<file path="src/rtl/dc_exp_handler_if.sv">
// Handshake bundle between the dcache exception checker / pipeline and dc_exp_handler.
// exp_shutdown exists only when DC_EXP_DOUBLE_FAULT_EN is defined.
interface dc_exp_handler_if;
  logic        v_ro;
  logic        dc_exp;
  logic        dc_prot_exp;
  logic        dc_page_fault;
  logic        dc_rd_exp;
  logic        dc_wr_exp;
  logic [31:0] mem_rd_addr;
  logic [31:0] mem_wr_addr;
  logic [31:0] ro_eip;
  logic        older_empty;
  logic        iret_done;
  logic        exp_stall_ro;
  logic        exp_flush;
  logic        exp_dispatch;
  logic [7:0]  exp_vector;
  logic [31:0] exp_fault_addr;
  logic [31:0] exp_eip;
  logic        isr;
`ifdef DC_EXP_DOUBLE_FAULT_EN
  logic        exp_shutdown;
`endif

  modport master (
    output v_ro, dc_exp, dc_prot_exp, dc_page_fault, dc_rd_exp, dc_wr_exp,
    output mem_rd_addr, mem_wr_addr, ro_eip, older_empty, iret_done,
    input  exp_stall_ro, exp_flush, exp_dispatch, exp_vector, exp_fault_addr,
    input  exp_eip, isr
`ifdef DC_EXP_DOUBLE_FAULT_EN
    , input exp_shutdown
`endif
  );

  modport slave (
    input  v_ro, dc_exp, dc_prot_exp, dc_page_fault, dc_rd_exp, dc_wr_exp,
    input  mem_rd_addr, mem_wr_addr, ro_eip, older_empty, iret_done,
    output exp_stall_ro, exp_flush, exp_dispatch, exp_vector, exp_fault_addr,
    output exp_eip, isr
`ifdef DC_EXP_DOUBLE_FAULT_EN
    , output exp_shutdown
`endif
  );
endinterface

</file>
<file path="src/rtl/dc_exp_handler.sv">
// Data-cache exception sequencer: capture -> drain -> flush -> dispatch -> ISR.
// Optional double-fault / shutdown handling is enabled by defining DC_EXP_DOUBLE_FAULT_EN.
module dc_exp_handler #(
  parameter logic [7:0]  GP_VECTOR    = 8'h0D,
  parameter logic [7:0]  PF_VECTOR    = 8'h0E,
  parameter int unsigned FLUSH_CYCLES = 2
) (
  input logic              clk,
  input logic              rst,
  dc_exp_handler_if.slave  bus
);

  localparam logic [7:0] DF_VECTOR = 8'h08;

  typedef enum logic [2:0] {
    IDLE, DRAIN, FLUSH, DISPATCH, IN_ISR, SHUTDOWN
  } state_e;

  state_e      state_q, state_d;
  logic [3:0]  cnt_q, cnt_d;
  logic [7:0]  vec_q, vec_d;
  logic [31:0] addr_q, addr_d;
  logic [31:0] eip_q, eip_d;
  logic        df_q, df_d;
  logic        stall_q, stall_d;
  logic        flush_q, flush_d;
  logic        disp_q, disp_d;
  logic        isr_q, isr_d;
  logic        trig;
  logic        accept;

  // Vector choice depends on dc_prot_exp alone; the page-fault and write-side flags
  // are implied by their complements and need no decoding here.
  logic unused_inputs;
  assign unused_inputs = ^{bus.dc_page_fault, bus.dc_wr_exp};

  assign trig = bus.v_ro & bus.dc_exp;

  always_comb begin
    // NOTE: every always_comb output gets a default first so no path leaves it unassigned (no latch).
    state_d = state_q;
    cnt_d   = cnt_q;
    vec_d   = vec_q;
    addr_d  = addr_q;
    eip_d   = eip_q;
    df_d    = df_q;
    accept  = 1'b0;

    case (state_q)
      IDLE: begin
        if (trig) begin
          accept  = 1'b1;
          state_d = DRAIN;
          eip_d   = bus.ro_eip;
          vec_d   = bus.dc_prot_exp ? GP_VECTOR : PF_VECTOR;
          if (!bus.dc_prot_exp)
            addr_d = bus.dc_rd_exp ? bus.mem_rd_addr : bus.mem_wr_addr;
        end
      end
      DRAIN: begin
        if (bus.older_empty) begin
          state_d = FLUSH;
          cnt_d   = 4'(FLUSH_CYCLES);
        end
      end
      FLUSH: begin
        cnt_d = cnt_q - 4'd1;
        if (cnt_q == 4'd1)
          state_d = DISPATCH;
      end
      DISPATCH: state_d = IN_ISR;
      IN_ISR: begin
`ifdef DC_EXP_DOUBLE_FAULT_EN
        if (trig && df_q) begin
          state_d = SHUTDOWN;
          vec_d   = '0;
          addr_d  = '0;
          eip_d   = '0;
        end else if (trig) begin
          accept  = 1'b1;
          state_d = DRAIN;
          df_d    = 1'b1;
          vec_d   = DF_VECTOR;
          addr_d  = '0;
          eip_d   = bus.ro_eip;
        end else
`endif
        if (bus.iret_done) begin
          state_d = IDLE;
          df_d    = 1'b0;
        end
      end
      SHUTDOWN: state_d = SHUTDOWN;
      default:  state_d = IDLE;
    endcase

    // Outputs are decoded from the next state so they come straight from flops.
    stall_d = (state_d == DRAIN) || (state_d == FLUSH);
    flush_d = (state_d == FLUSH);
    disp_d  = (state_d == DISPATCH);
    isr_d   = (state_d == IN_ISR) || (state_d == SHUTDOWN) || (df_d && (state_d != IDLE));
  end

  always_ff @(posedge clk) begin
    // NOTE: sequential state uses non-blocking assignments so every flop samples pre-edge values.
    if (rst) begin
      state_q <= IDLE;
      cnt_q   <= '0;
      // NOTE: captured data registers are reset as well because their reset values are visible on outputs.
      vec_q   <= '0;
      addr_q  <= '0;
      eip_q   <= '0;
      df_q    <= 1'b0;
      stall_q <= 1'b0;
      flush_q <= 1'b0;
      disp_q  <= 1'b0;
      isr_q   <= 1'b0;
    end else begin
      state_q <= state_d;
      cnt_q   <= cnt_d;
      vec_q   <= vec_d;
      addr_q  <= addr_d;
      eip_q   <= eip_d;
      df_q    <= df_d;
      stall_q <= stall_d;
      flush_q <= flush_d;
      disp_q  <= disp_d;
      isr_q   <= isr_d;
    end
  end

  // The faulting instruction must be frozen in the very cycle it is accepted.
  assign bus.exp_stall_ro   = stall_q | accept;
  assign bus.exp_flush      = flush_q;
  assign bus.exp_dispatch   = disp_q;
  assign bus.exp_vector     = vec_q;
  assign bus.exp_fault_addr = addr_q;
  assign bus.exp_eip        = eip_q;
  assign bus.isr            = isr_q;

`ifdef DC_EXP_DOUBLE_FAULT_EN
  logic shut_q;
  always_ff @(posedge clk) begin
    if (rst) shut_q <= 1'b0;
    else     shut_q <= (state_d == SHUTDOWN);
  end
  assign bus.exp_shutdown = shut_q;
`endif

endmodule

</file>
<file path="src/flat_wrapper.sv">
// flat-port wrapper written by rule: the top's interface ports become plain ports
module dc_exp_handler_flat 
#(
  parameter logic [7:0]  GP_VECTOR    = 8'h0D,
  parameter logic [7:0]  PF_VECTOR    = 8'h0E,
  parameter int unsigned FLUSH_CYCLES = 2
)
  (clk, rst, bus_v_ro, bus_dc_exp, bus_dc_prot_exp, bus_dc_page_fault, bus_dc_rd_exp, bus_dc_wr_exp, bus_mem_rd_addr, bus_mem_wr_addr, bus_ro_eip, bus_older_empty, bus_iret_done, bus_exp_stall_ro, bus_exp_flush, bus_exp_dispatch, bus_exp_vector, bus_exp_fault_addr, bus_exp_eip, bus_isr);
  dc_exp_handler_if bus_i ();
  input logic clk;
  input logic rst;
  input wire logic [$bits(bus_i.v_ro)-1:0] bus_v_ro;
  input wire logic [$bits(bus_i.dc_exp)-1:0] bus_dc_exp;
  input wire logic [$bits(bus_i.dc_prot_exp)-1:0] bus_dc_prot_exp;
  input wire logic [$bits(bus_i.dc_page_fault)-1:0] bus_dc_page_fault;
  input wire logic [$bits(bus_i.dc_rd_exp)-1:0] bus_dc_rd_exp;
  input wire logic [$bits(bus_i.dc_wr_exp)-1:0] bus_dc_wr_exp;
  input wire logic [$bits(bus_i.mem_rd_addr)-1:0] bus_mem_rd_addr;
  input wire logic [$bits(bus_i.mem_wr_addr)-1:0] bus_mem_wr_addr;
  input wire logic [$bits(bus_i.ro_eip)-1:0] bus_ro_eip;
  input wire logic [$bits(bus_i.older_empty)-1:0] bus_older_empty;
  input wire logic [$bits(bus_i.iret_done)-1:0] bus_iret_done;
  output wire logic [$bits(bus_i.exp_stall_ro)-1:0] bus_exp_stall_ro;
  output wire logic [$bits(bus_i.exp_flush)-1:0] bus_exp_flush;
  output wire logic [$bits(bus_i.exp_dispatch)-1:0] bus_exp_dispatch;
  output wire logic [$bits(bus_i.exp_vector)-1:0] bus_exp_vector;
  output wire logic [$bits(bus_i.exp_fault_addr)-1:0] bus_exp_fault_addr;
  output wire logic [$bits(bus_i.exp_eip)-1:0] bus_exp_eip;
  output wire logic [$bits(bus_i.isr)-1:0] bus_isr;
  assign bus_i.v_ro = bus_v_ro;
  assign bus_i.dc_exp = bus_dc_exp;
  assign bus_i.dc_prot_exp = bus_dc_prot_exp;
  assign bus_i.dc_page_fault = bus_dc_page_fault;
  assign bus_i.dc_rd_exp = bus_dc_rd_exp;
  assign bus_i.dc_wr_exp = bus_dc_wr_exp;
  assign bus_i.mem_rd_addr = bus_mem_rd_addr;
  assign bus_i.mem_wr_addr = bus_mem_wr_addr;
  assign bus_i.ro_eip = bus_ro_eip;
  assign bus_i.older_empty = bus_older_empty;
  assign bus_i.iret_done = bus_iret_done;
  assign bus_exp_stall_ro = bus_i.exp_stall_ro;
  assign bus_exp_flush = bus_i.exp_flush;
  assign bus_exp_dispatch = bus_i.exp_dispatch;
  assign bus_exp_vector = bus_i.exp_vector;
  assign bus_exp_fault_addr = bus_i.exp_fault_addr;
  assign bus_exp_eip = bus_i.exp_eip;
  assign bus_isr = bus_i.isr;
  dc_exp_handler #(.GP_VECTOR(GP_VECTOR), .PF_VECTOR(PF_VECTOR), .FLUSH_CYCLES(FLUSH_CYCLES)) u_core (.clk(clk), .rst(rst), .bus(bus_i));
endmodule
</file>
<file path="config.mk">
export PLATFORM = sky130hd
export DESIGN_NAME = dc_exp_handler_flat
export DESIGN_NICKNAME = d
export VERILOG_FILES = /design/src/rtl/dc_exp_handler_if.sv /design/src/rtl/dc_exp_handler.sv /design/src/flat_wrapper.sv
export SDC_FILE = /design/constraint.sdc
export NUM_CORES = 1
export LEC_CHECK = 0
export BUFFER_PORTS_ARGS = -buffer_cell sky130_fd_sc_hd__buf_2
export CAP_MARGIN = 30
export CELL_PAD_IN_SITES_DETAIL_PLACEMENT = 0
export CELL_PAD_IN_SITES_GLOBAL_PLACEMENT = 1
export CORE_ASPECT_RATIO = 1.75
export CORE_MARGIN = 4
export CORE_UTILIZATION = 31
export DETAILED_ROUTE_END_ITERATION = 10
export PLACE_DENSITY = 0.9
export REMOVE_ABC_BUFFERS = 1
export SETUP_SLACK_MARGIN = 0.1
export SYNTH_ARGS = -nofsm -noshare
export SYNTH_HDL_FRONTEND = slang
export SYNTH_SLANG_ARGS = --single-unit
</file>
<file path="constraint.sdc">
create_clock -name clk -period 1.81 [get_ports clk]
set_input_delay 0.181 -clock clk [delete_from_list [all_inputs] [get_ports clk]]
set_output_delay 0.181 -clock clk [all_outputs]
set_load 0.01 [all_outputs]
</file>
**Word level (Yosys, flattened, before mapping)**

Cells that the tools add are included.

- Bits in registers: 84

- Reductions and logical operators: 10
- $add $sub $neg: 1
- Bitwise logic cells: 3
- Equality and inequality tests: 12
- Muxes and demuxes: 13

Operators by type and width:

| kind | number |
|---|---|
| $mux 32 | 1 |
| $pmux 3 s6 | 1 |
| $eq 3x2->1 const B | 4 |
| $eq 3x3->1 const B | 4 |
| $mux 3 | 4 |
| $pmux 4 s2 | 1 |
| $eq 3x1->1 const B | 2 |
| $eq 4x1->1 const B | 1 |
| $mux 1 | 4 |
| $mux 4 | 1 |
| $reduce_and 2->1 | 2 |
| $sub 4x1->4 const B | 1 |
| $logic_not 3->1 | 1 |
| $logic_or 1x1->1 | 3 |
| $reduce_and 3->1 | 1 |
| $reduce_bool 3->1 | 1 |
| $mux 2 | 1 |
| $ne 2x2->1 const B | 1 |
| $reduce_bool 2->1 | 1 |
| $and 1x1->1 | 1 |
| $logic_and 1x1->1 | 1 |
| $not 1->1 | 1 |
| $or 1x1->1 | 1 |

**Logic depth before layout (Yosys ltp)**

- Word-level depth: 6
- Depth in mapped cells: 7
- Mapped depth without buffers: 5

**Least setup slack after synthesis**

No wires, ideal clock.

- Path kind: reg2reg
- Start point: register u_core.state_q[0]
- End point: register u_core.cnt_q[3]
- Setup slack: 408 ps
- Arrival: 1,315 ps
- Required time: 1,723 ps
- Setup time: 87 ps
- Clock period less this slack: 1,402 ps
- Cell stages (with the launch flop): 5
- Cell sequence: dfxtp_1 -> buf_2 -> nor3b_2 -> mux2_2 -> a211oi_1

- Longest elaborated chain between the ends: 3
- Elaborated cells on any way between the ends: 6
- Those cells by class: eq/ne: 3; mux: 1; reduce/logical: 2

Ends and longest elaborated chain:

| item | line | text |
|---|---|---|
| from (decl) | dc_exp_handler.sv:19 | `state_e state_q, state_d;` |
| from (signal assigned) | dc_exp_handler.sv:119 | `state_q <= state_d;` |
| $eq 3x1->1 / $eq 3x2->1 (equally long branches) | dc_exp_handler.sv:49 | `case (state_q)` |
| $ne 2x2->1 (no line) / $reduce_bool 2->1 (equally long branches) | -- |  |
| $reduce_and 2->1 (no line) | -- |  |
| to (signal assigned) | dc_exp_handler.sv:120 | `cnt_q <= cnt_d;` |
| to (decl) | dc_exp_handler.sv:20 | `logic [3:0] cnt_q, cnt_d;` |

Parallel ways exist; a longest one is shown, timed or not.
A chain may end at the register's enable or synchronous reset.

**Worst setup path after layout**

- Start point: register u_core.state_q[2]
- End point: output bus_exp_stall_ro

- Longest elaborated chain between the ends: 3

Ends and longest elaborated chain:

| item | line | text |
|---|---|---|
| $logic_not 3->1 | dc_exp_handler.sv:49 |  |
| $mux 1 | dc_exp_handler.sv:49 |  |
| $or 1x1->1 | dc_exp_handler.sv:133 | `assign bus.exp_stall_ro = stall_q \| accept;` |
| to (decl) | flat_wrapper.sv:23 | `output wire logic [$bits(bus_i.exp_stall_ro)-1:0] bus_exp_stall_ro;` |

No other way between the ends.

==> flow_metrics.py <==
metrics = {
    "timing": {
        "whs_ps": 81.8,
        "setup_tns_ps": 0,
        "slew_headroom_pct": 57.9,
        "finalSetupViolCount": 0,
        "period_share_pct": 87.7,
        "fin_skew_ps": 10.1,
        "tightest_slew_ps": 632,
        "min_period_ps": 1590,
        "rsz0062_at_grt": "false",
        "fmax_mhz": 630,
        "slew_violations": 0,
        "hold_viol_final": 0,
    },
    "power_and_ir_drop": {
        "vdd_ir_drop_max_mv": 0.454,
        "p_sw_share_pct": 24.2,
        "combinationalPowerShare_pct": 14.3,
        "leakage_nw": 2.15,
        "pwr-share-seq_pct": 43.8,
        "intPower_mw": 3.24,
        "clkPwrFrac_pct": 42.0,
        "power_switching_mw": 1.04,
        "p_per_area_nw_per_um2": 925,
    },
    "synth": {
        "ys_seq_elements": 79,
        "synth.area.top_cells": "dfxtp_1 47%, mux2i_1 9.6%, nand2_1 7.8%",
        "synth_area_leader_cell": "dfxtp_1",
        "netlist_instances": 364,
        "ys_warn_count": 0,
        "avgSynthCellArea_sq_um": 9.17,
        "ys_types": 32,
        "syn_area_sq_um": 3340,
        "yosysSeqAreaShare_pct": 47.4,
        "synth_top_area_share_pct": 47.4,
    },
    "grt": {
        "grt_use_met1_pct": 14.4,
        "use_met3_pct": 3.40,
        "grt_pass1_vias": 3131,
        "grt-ovfl-total": 0,
        "grt_max_degree": 66,
        "busiest_layer": "met2",
        "antenna_found_initial": 0,
        "grt_pass1_wl_mm": 14.6,
        "grtUsageTotal_pct": 14.7,
        "use_met2_pct": 27.8,
    },
    "floorplan": {
        "start_util_pct": 32.0,
        "core-area_sq_um": 10400,
        "io_pins": 182,
        "rows": 49,
        "die_area_sq_um": 12600,
        "fp.dieW_microns": 86.4,
        "die_h_microns": 145,
    },
    "min_path": {
        "hold_class": "in2reg",
    },
    "detailed_routing": {
        "drtIter0Drc": 89,
        "drcViolationCount": 0,
        "dr.pass1.iters": 3,
        "ant_nets": 0,
        "routed_wl_mm": 9.20,
        "wl_per_cell_microns": 13.9,
        "vias": 3081,
        "vias_per_cell": 4.65,
    },
    "critical_path": {
        "worstPathMaxFanout": 9,
        "reg2reg_slack_ps": 290,
        "reg2reg_to": "u_core.bus.isr$_SDFF_PP0_",
        "endpoint": "bus_exp_stall_ro",
        "crit_type": "reg2out",
        "worstRegToRegCells": 4,
        "cp.arrival_ps": 1410,
        "startpoint": "u_core.state_q[2]$_SDFF_PP0_",
        "rr_startpoint": "u_core.state_q[1]$_SDFF_PP0_",
        "critPathLaunchType": "register",
        "worstSetupEndpointType": "output pin",
        "cp.required_ps": 1630,
    },
    "placed_design": {
        "dpl.hpwl_mm": 7.08,
        "globalplace.congestion": 0.749,
        "placed_cell_area_sq_um": 4310,
        "portBuffers": 175,
        "placedCellCount": 645,
    },
    "cts": {
        "root_buffer": "clkbuf_16",
        "clock_latency_ps": 330,
        "cts.clk_slew.worst_paths_ps": 60,
        "cts_max_path_buffers": 2,
        "cts_tree": "yes",
        "clock-sinks": 79,
        "cts_buffers": 9,
        "htree_levels": 3,
    },
    "layout": {
        "final_cells": 662,
        "drive_gt1_share_pct": 43.4,
        "finalInstanceArea_sq_um": 4630,
        "final_cell_mix": "175 x buf_2, 77 x dfxtp_1, 69 x nand2_1, 40 x nor2_1, 38 x a21oi_1",
        "nNetsFinal": 639,
        "diodes": 0,
        "syn_to_final_growth_pct": 38.6,
        "final_common_cell": "buf_2",
    },
    "run_status": {
        "outcome": "finished clean",
    },
    "flow_run": {
        "cap_violations": 0,
    },
}
==> cell type report <==
| cell class | count | area [sq um] |
|---|---|---|
| fillers | 1052 | 5790 |
| flip-flops and latches | 79 | 1590 |
| multi-input cells | 250 | 1560 |
| repair buffers | 187 | 1010 |
| clock buffers | 12 | 256 |
| well taps | 127 | 159 |
| clock inverters | 3 | 42.5 |
| inverters | 4 | 15.0 |
==> how the worst min path moves through the flow <==
stage,startpoint,endpoint,slack [ps],depth (start not counted)
floorplan,rst,u_core.bus.exp_fault_addr[0]$_SDFFE_PP0P_,250,1
global placement,bus_iret_done,u_core.df_q$_SDFF_PP0_,420,2
detailed placement,u_core.df_q$_SDFF_PP0_,u_core.df_q$_SDFF_PP0_,420,2
CTS,bus_iret_done,u_core.df_q$_SDFF_PP0_,70,2
global route,bus_iret_done,u_core.df_q$_SDFF_PP0_,80,2
finish,bus_iret_done,u_core.df_q$_SDFF_PP0_,80,2
==> cells by family (layout without fill, tap and decap cells) <==
logic type | Yosys count | after routing | share of synthesized area [%]
mux | 33 | 33 | 9.93
buf+inv | 38 | 206 | 6.37
flops | 79 | 79 | 47.4
compound gates | 81 | 81 | 18.1
fa+ha+maj | 2 | 2 | 0.750
simple gates | 129 | 129 | 17.1
xor+xnor | 1 | 1 | 0.262
other cells | 1 | 4 | 0.112
==> per-layer routing <==
layer  up-vias  share of wire, %
li1       1561                 -
met1      1401                35
met2       100                56
met3        19               6.8
met4         0               2.6
met5         -                 0
==> power groups by stage <==
stage	Clock [mW]	Sequential, mW	Combinational (mW)
floorplan	0	1.95	0.244
global placement	0	1.91	0.597
detailed placement	0	1.91	0.614
CTS	1.86	1.88	0.617
global route	1.93	1.89	0.679
finish	1.80	1.87	0.611
==> state kept, by name (all words and copies together) (netlist names) <==
signal / cells
u_core.bus.exp_eip: 32
u_core.bus.exp_fault_addr: 32
u_core.cnt_q: 4
u_core.bus.exp_vector: 3
u_core.state_q: 3
u_core.bus.exp_dispatch: 1
u_core.bus.exp_flush: 1
u_core.bus.isr: 1
u_core.df_q: 1
u_core.stall_q: 1
==> synthesized netlist by cell type <==
master,n
nand4bb_4,1
nor2_1,40
buf_6,2
or2_2,2
conb_1,1
a2bb2oi_1,1
inv_1,4
nor3b_2,1
nand2_1,69
and4bb_2,2
a221oi_1,1
mux2_2,1
nand3_1,2
nor2b_1,1
nor2_2,1
dfxtp_1,79
buf_2,11
a21oi_1,38
o21ai_0,5
buf_4,11
a21o_1,1
nand2b_1,4
a211oi_2,20
clkbuf_1,10
a211oi_1,14
and2_1,1
a311oi_1,1
xor2_1,1
nor3_2,1
ha_1,2
mux2i_1,32
nor3_1,4
==> what timing repair did <==
action	CTS	global route
setup endpoints to repair	1	1
buffers inserted	0	2
resized for setup	3	1
hold buffers	0	0
hold endpoints to repair	0	0
pin swaps	0	0
==> worst max-delay path: stages (launching register included) <==
cell	delay, ps
dfxtp_4	370
and4bb_2	310
nand2b_1	80
buf_6	130
nand2b_1	50
buf_2	140
==> through the flow <==
stage / util, % / setup WS [ps] / power [mW]
floorplan: - / -1550 / 2.20
global placement: 41.3 / 341 / 2.51
detailed placement: 41.3 / 280 / 2.53
CTS: 44.2 / 102 / 4.35
global route: 44.4 / 143 / 4.50
finish: 44.4 / 223 / 4.28
No activity file was read; power rests on OpenSTA's default activity.
